**config.mk**
```make
export PLATFORM = sky130hd
export DESIGN_NAME = signal_delay_line_flat
export DESIGN_NICKNAME = d
export VERILOG_FILES = /design/src/rtl/signal_delay_line_if.sv /design/src/rtl/signal_delay_line.sv /design/src/flat_wrapper.sv
export SDC_FILE = /design/constraint.sdc
export NUM_CORES = 1
export LEC_CHECK = 0
export ABC_CLOCK_PERIOD_IN_PS = 2000
export CAP_MARGIN = 30
export CELL_PAD_IN_SITES_DETAIL_PLACEMENT = 0
export CELL_PAD_IN_SITES_GLOBAL_PLACEMENT = 1
export CORE_UTILIZATION = 30
export DETAILED_ROUTE_END_ITERATION = 7
export HOLD_SLACK_MARGIN = 0.03
export PLACE_DENSITY_LB_ADDON = 0.1
export SETUP_SLACK_MARGIN = 0.02
export SYNTH_ARGS = -nofsm -noshare
export SYNTH_HDL_FRONTEND = slang
export SYNTH_SLANG_ARGS = --single-unit
export TNS_END_PERCENT = 10
```
**constraint.sdc**
```tcl
create_clock -name clk -period 2 [get_ports clk]
set_input_delay 0.4 -clock clk [delete_from_list [all_inputs] [get_ports clk]]
set_output_delay 0.4 -clock clk [all_outputs]
set_load 0.03 [all_outputs]
```
**src/rtl/signal_delay_line_if.sv**
```systemverilog
// Handshake/bus signals of the runtime-tapped delay line, grouped for port connection.
// The master drives the controls and the sample stream. The slave (the delay line) returns the tapped output and the occupancy count.
interface signal_delay_line_if #(
  parameter int WIDTH     = 8,
  parameter int MAX_DELAY = 4
);
  localparam int SEL_W = $clog2(MAX_DELAY + 1);

  logic             en;
  logic             flush;
  logic             in_valid;
  logic [WIDTH-1:0] in_data;
  logic [SEL_W-1:0] delay_sel;
  logic             out_valid;
  logic [WIDTH-1:0] out_data;
  logic [SEL_W-1:0] pending;

  modport master (
    output en, flush, in_valid, in_data, delay_sel,
    input  out_valid, out_data, pending
  );

  modport slave (
    input  en, flush, in_valid, in_data, delay_sel,
    output out_valid, out_data, pending
  );
endinterface

```
**src/rtl/signal_delay_line.sv**
```systemverilog
// Delay line of MAX_DELAY registered stages. Each stage holds a valid bit and a data word.
// The output tap is selected at runtime, and the block also reports how many stages hold a valid sample.
module signal_delay_line #(
  parameter int WIDTH     = 8,
  parameter int MAX_DELAY = 4
) (
  input  logic               clk,
  input  logic               rst,
  signal_delay_line_if.slave bus
);
  localparam int SEL_W = $clog2(MAX_DELAY + 1);

  if (WIDTH < 1 || WIDTH > 64) begin : g_bad_width
    $error("signal_delay_line: WIDTH must be in 1..64");
  end
  if (MAX_DELAY < 1 || MAX_DELAY > 32) begin : g_bad_depth
    $error("signal_delay_line: MAX_DELAY must be in 1..32");
  end

  logic [MAX_DELAY-1:0] valid_q, valid_d;
  logic [WIDTH-1:0]     data_q [MAX_DELAY];
  logic [WIDTH-1:0]     data_d [MAX_DELAY];
  logic [SEL_W-1:0]     pending_q, pending_d;
  logic [SEL_W-1:0]     eff_sel;

  // NOTE: every signal written here gets a default first, so no path can leave it unassigned and infer a latch.
  always_comb begin
    valid_d   = valid_q;
    data_d    = data_q;
    pending_d = pending_q;
    if (bus.flush) begin
      valid_d   = '0;
      pending_d = '0;
    end else if (bus.en) begin
      valid_d[0] = bus.in_valid;
      data_d[0]  = bus.in_data;
      for (int i = 1; i < MAX_DELAY; i++) begin
        valid_d[i] = valid_q[i-1];
        data_d[i]  = data_q[i-1];
      end
      // The oldest stage drops out as the new sample enters, so the count stays within 0..MAX_DELAY.
      pending_d = pending_q + SEL_W'(bus.in_valid) - SEL_W'(valid_q[MAX_DELAY-1]);
    end
  end

  // NOTE: the data words are reset along with the valid bits, so no stale payload is visible after reset.
  always_ff @(posedge clk) begin
    if (rst) begin
      valid_q   <= '0;
      pending_q <= '0;
      for (int i = 0; i < MAX_DELAY; i++) data_q[i] <= '0;
    end else begin
      // NOTE: non-blocking updates let every stage sample its neighbour's pre-edge value.
      valid_q   <= valid_d;
      data_q    <= data_d;
      pending_q <= pending_d;
    end
  end

  assign eff_sel = (bus.delay_sel > SEL_W'(MAX_DELAY)) ? SEL_W'(MAX_DELAY) : bus.delay_sel;

  // A tap of 0 passes the input straight through. A tap of d reads stage d-1.
  always_comb begin
    bus.out_valid = 1'b0;
    bus.out_data  = '0;
    if (!rst) begin
      if (eff_sel == '0) begin
        bus.out_valid = bus.in_valid;
        bus.out_data  = bus.in_data;
      end else begin
        for (int i = 0; i < MAX_DELAY; i++) begin
          if (eff_sel == SEL_W'(i + 1)) begin
            bus.out_valid = valid_q[i];
            bus.out_data  = data_q[i];
          end
        end
      end
    end
  end

  assign bus.pending = pending_q;
endmodule
```
**src/flat_wrapper.sv**
```systemverilog
// flat-port wrapper written by rule: the top's interface ports become plain ports
module signal_delay_line_flat 
#(
  parameter int WIDTH     = 8,
  parameter int MAX_DELAY = 4
)
  (clk, rst, bus_en, bus_flush, bus_in_valid, bus_in_data, bus_delay_sel, bus_out_valid, bus_out_data, bus_pending);
  signal_delay_line_if #(.WIDTH(WIDTH), .MAX_DELAY(MAX_DELAY)) bus_i ();
  input  logic clk;
  input  logic rst;
  input wire logic [$bits(bus_i.en)-1:0] bus_en;
  input wire logic [$bits(bus_i.flush)-1:0] bus_flush;
  input wire logic [$bits(bus_i.in_valid)-1:0] bus_in_valid;
  input wire logic [$bits(bus_i.in_data)-1:0] bus_in_data;
  input wire logic [$bits(bus_i.delay_sel)-1:0] bus_delay_sel;
  output wire logic [$bits(bus_i.out_valid)-1:0] bus_out_valid;
  output wire logic [$bits(bus_i.out_data)-1:0] bus_out_data;
  output wire logic [$bits(bus_i.pending)-1:0] bus_pending;
  assign bus_i.en = bus_en;
  assign bus_i.flush = bus_flush;
  assign bus_i.in_valid = bus_in_valid;
  assign bus_i.in_data = bus_in_data;
  assign bus_i.delay_sel = bus_delay_sel;
  assign bus_out_valid = bus_i.out_valid;
  assign bus_out_data = bus_i.out_data;
  assign bus_pending = bus_i.pending;
  signal_delay_line #(.WIDTH(WIDTH), .MAX_DELAY(MAX_DELAY)) u_core (.clk(clk), .rst(rst), .bus(bus_i));
endmodule
```
==> impl_metrics.yaml <==
outcome:
  outcome: "completed"
synthesis:
  syn-mean-instance-area_sq_um: 8.19
  synth_top_family_by_area: "simple AND/OR/NAND/NOR gates"
  synth-simple-area-share_pct: 22.1
  ys_seq_area_share_pct: 41.8
  synthMuxAreaShare_pct: 9.92
  yosysWarnings: 0
  synth-seq-cells: 39
  syn_nets: 247
  netlist_area_sq_um: 1870
  yosys.area_share.adder_pct: 2.41
  ys_types: 25
  synth_cells: 228
  synthXorXnorAreaFrac_pct: 0.469
  synth_compound_area_share_pct: 16.8
floorplanning:
  die_h_um: 80.9
  ios: 28
  fp.coreArea_sq_um: 5960
  rows: 28
  design.die.area_sq_um: 6540
  floorplan.initialDensity_pct: 31.3
  die_w_um: 80.9
place:
  hpwlAfterDp_um: 2760
  numPortBuffers: 27
  post-place-ws_ps: -590
  gp_congestion: 0.693
drt:
  totalWireLength_um: 4690
  wl_per_cell_um: 14.1
  num_vias: 1591
  routed_via_density: 4.78
  drtIter0Drc: 96
  drc_errors: 0
  final_antenna_net_count: 0
  drtPass1Iterations: 4
clock_network:
  cts.reportedPaths.clkPinSlew_ps: 70
  ctsLongestPathBuffers: 2
  cts-root-buf: "clkbuf_8"
  htreeDepth: 2
  ctsHoldBuffers: 0
  tritoncts: "done"
  clk_latency_ps: 280
  numCtsBuffers: 5
  clock_sinks: 39
power_and_ir_drop:
  p_per_area_nw_per_um2: 616
  p_leak_uw: 0.000902
  power_uw: 1520
  vdd_drop_max_uv: 370
hold_path:
  min_path_type: "flip-flop to flip-flop"
setup_path:
  crit_path_max_incr_delay_ps: 360
  path_max_fanout: 6
  crit_type: "input pin to output port"
  path_cells: "buf_8 -> buf_12 -> mux2_4 -> a222oi_1 -> a21oi_2 -> buf_4"
  cp.arrival_ps: 1580
  cpMaxStageDelayCell: "a222oi_1"
  cp-end-kind: "output port"
  worstPathRequired_ps: 1600
  setup.worst_path.start_class: "input pin"
finish:
  final_cell_mix: "nand2_1 (73), dfxtp_1 (38), a21oi_1 (36)"
  antenna_cells: 0
  synthToLayoutAreaGrowth_pct: 31.8
  final_nets: 278
  final_common_cell: "nand2_1"
  drive_above_1_share_pct: 21.3
grt:
  grt_pass1_wl_um: 7660
  track_usage_pct: 15.7
  grt_pass1_vias: 1537
  overflow: 0
  antenna_found_initial: 0
  grt_max_degree: 35
timing:
  slew_headroom_pct: 75.0
  rsz0062_at_grt: "yes"
  worst_slew_pin_slew_ps: 375
  drv_slew: 0
  fmax_ghz: 0.506
  worst_slack_ps: 23.1
  finClkSkew_ps: 4.41
  finalHoldViolations: 0
  period_needed_ps: 1980
  finalSetupViolCount: 0
  period_share_pct: 98.8
job:
  max-cap-violations: 0
## cells by family after synthesis
logic type                 after synthesis
muxes                                   14
and+or+nand+nor                         95
AOI/OAI and AO/OA                       53
adders and majority gates                3
xor gates and xnor gates                 1
buffers and inverters                   23
DFF                                     39
## per-layer routing
| metal | track usage (%) | vias to the layer above | part of all wire, % |
|---|---|---|---|
| li1 | - | 828 | - |
| met1 | 20.9 | 737 | 51 |
| met2 | 25.1 | 24 | 45 |
| met3 | 3.37 | 2 | 3.6 |
| met4 | 4.82 | 0 | 0.55 |
| met5 | 0 | - | 0 |
## worst paths after layout
| kind | start | to | slack, ps | cells after the start |
|---|---|---|---|---|
| hold reg to reg | u_core.data_q[4] | u_core.data_q[4] | 460 | 2 |
| setup / recovery | bus_delay_sel[0] | bus_out_data[2] | 20 | 6 |
| hold / removal | u_core.data_q[4] | u_core.data_q[4] | 460 | 2 |
| setup reg to reg | u_core.bus.pending[0] | u_core.bus.pending[2] | 80 | 9 |
## power breakdown
group          internal (uW)  leakage (uW)  total [uW]  switching [uW]
clock network            233     0.0000371         486             253
logic                    112      0.000549         230             118
registers                790      0.000316         800            9.61
total                   1130      0.000902        1520             381
## worst max-delay path, delay by kind of cell
| kind | cells | cell delay, ps |
|---|---|---|
| AO/OA/AOI/OAI | 2 | 450 |
| buffers and inverters | 3 | 430 |
| multiplexers | 1 | 290 |
## through the flow
step / setup TNS (ps) / cell area, sq um / std cells / hold WS, ps / util [%]
2_1_floorplan: 0 / 1870 / 228 / 436 / -
3_3_place_gp: -5300 / 2240 / 323 / 447 / 37.7
3_5_place_dp: -5250 / 2240 / 323 / 449 / 37.7
4_1_cts: 0 / 2430 / 333 / 461 / 40.9
5_1_grt: -182 / 2460 / 333 / 475 / 41.3
6_report: 0 / 2460 / 333 / 457 / 41.3
## Yosys cell counts
cell,n,area (sq um)
fa_1,1,20.0
o21ai_0,1,5.00
a21oi_1,42,210
mux2i_1,5,50.1
inv_2,1,3.75
mux2_4,9,135
buf_6,1,11.3
nand2_1,73,274
inv_1,3,11.3
nor3_4,1,16.3
nor2b_2,1,8.76
xnor2_1,1,8.76
a211oi_1,1,7.51
clkbuf_1,11,41.3
buf_4,4,30.0
or3_1,1,6.26
dfxtp_1,39,781
nor2b_1,11,68.8
buf_2,2,10.0
nor2_1,6,22.5
or2_1,1,6.26
ha_1,2,25.0
nand2b_2,1,8.76
a222oi_1,9,90.1
buf_8,1,15.0
## timing repair
action / in CTS / in global routing
hold endpoints to repair: 0 / 0
cloned: 2 / 0
resized for setup: 21 / 14
endpoints found under the setup margin: 9 / 10
setup buffers: 2 / 0
pin swaps: 7 / 6
## sequential cells by signal, indices dropped and copies added, names as in the netlist
register,cells
u_core.data_q,32
u_core.valid_q,4
u_core.bus.pending,3
## final cells by class
cell class / count / area [sq um]
Timing Repair Buffer: 43 / 497
Tap cell: 75 / 93.8
Sequential cell: 39 / 782
Clock buffer: 6 / 72.6
Fill cell: 628 / 3490
Inverter: 4 / 15.0
Multi-Input combinational cell: 166 / 1000
No activity file was read; power rests on OpenSTA's default activity.
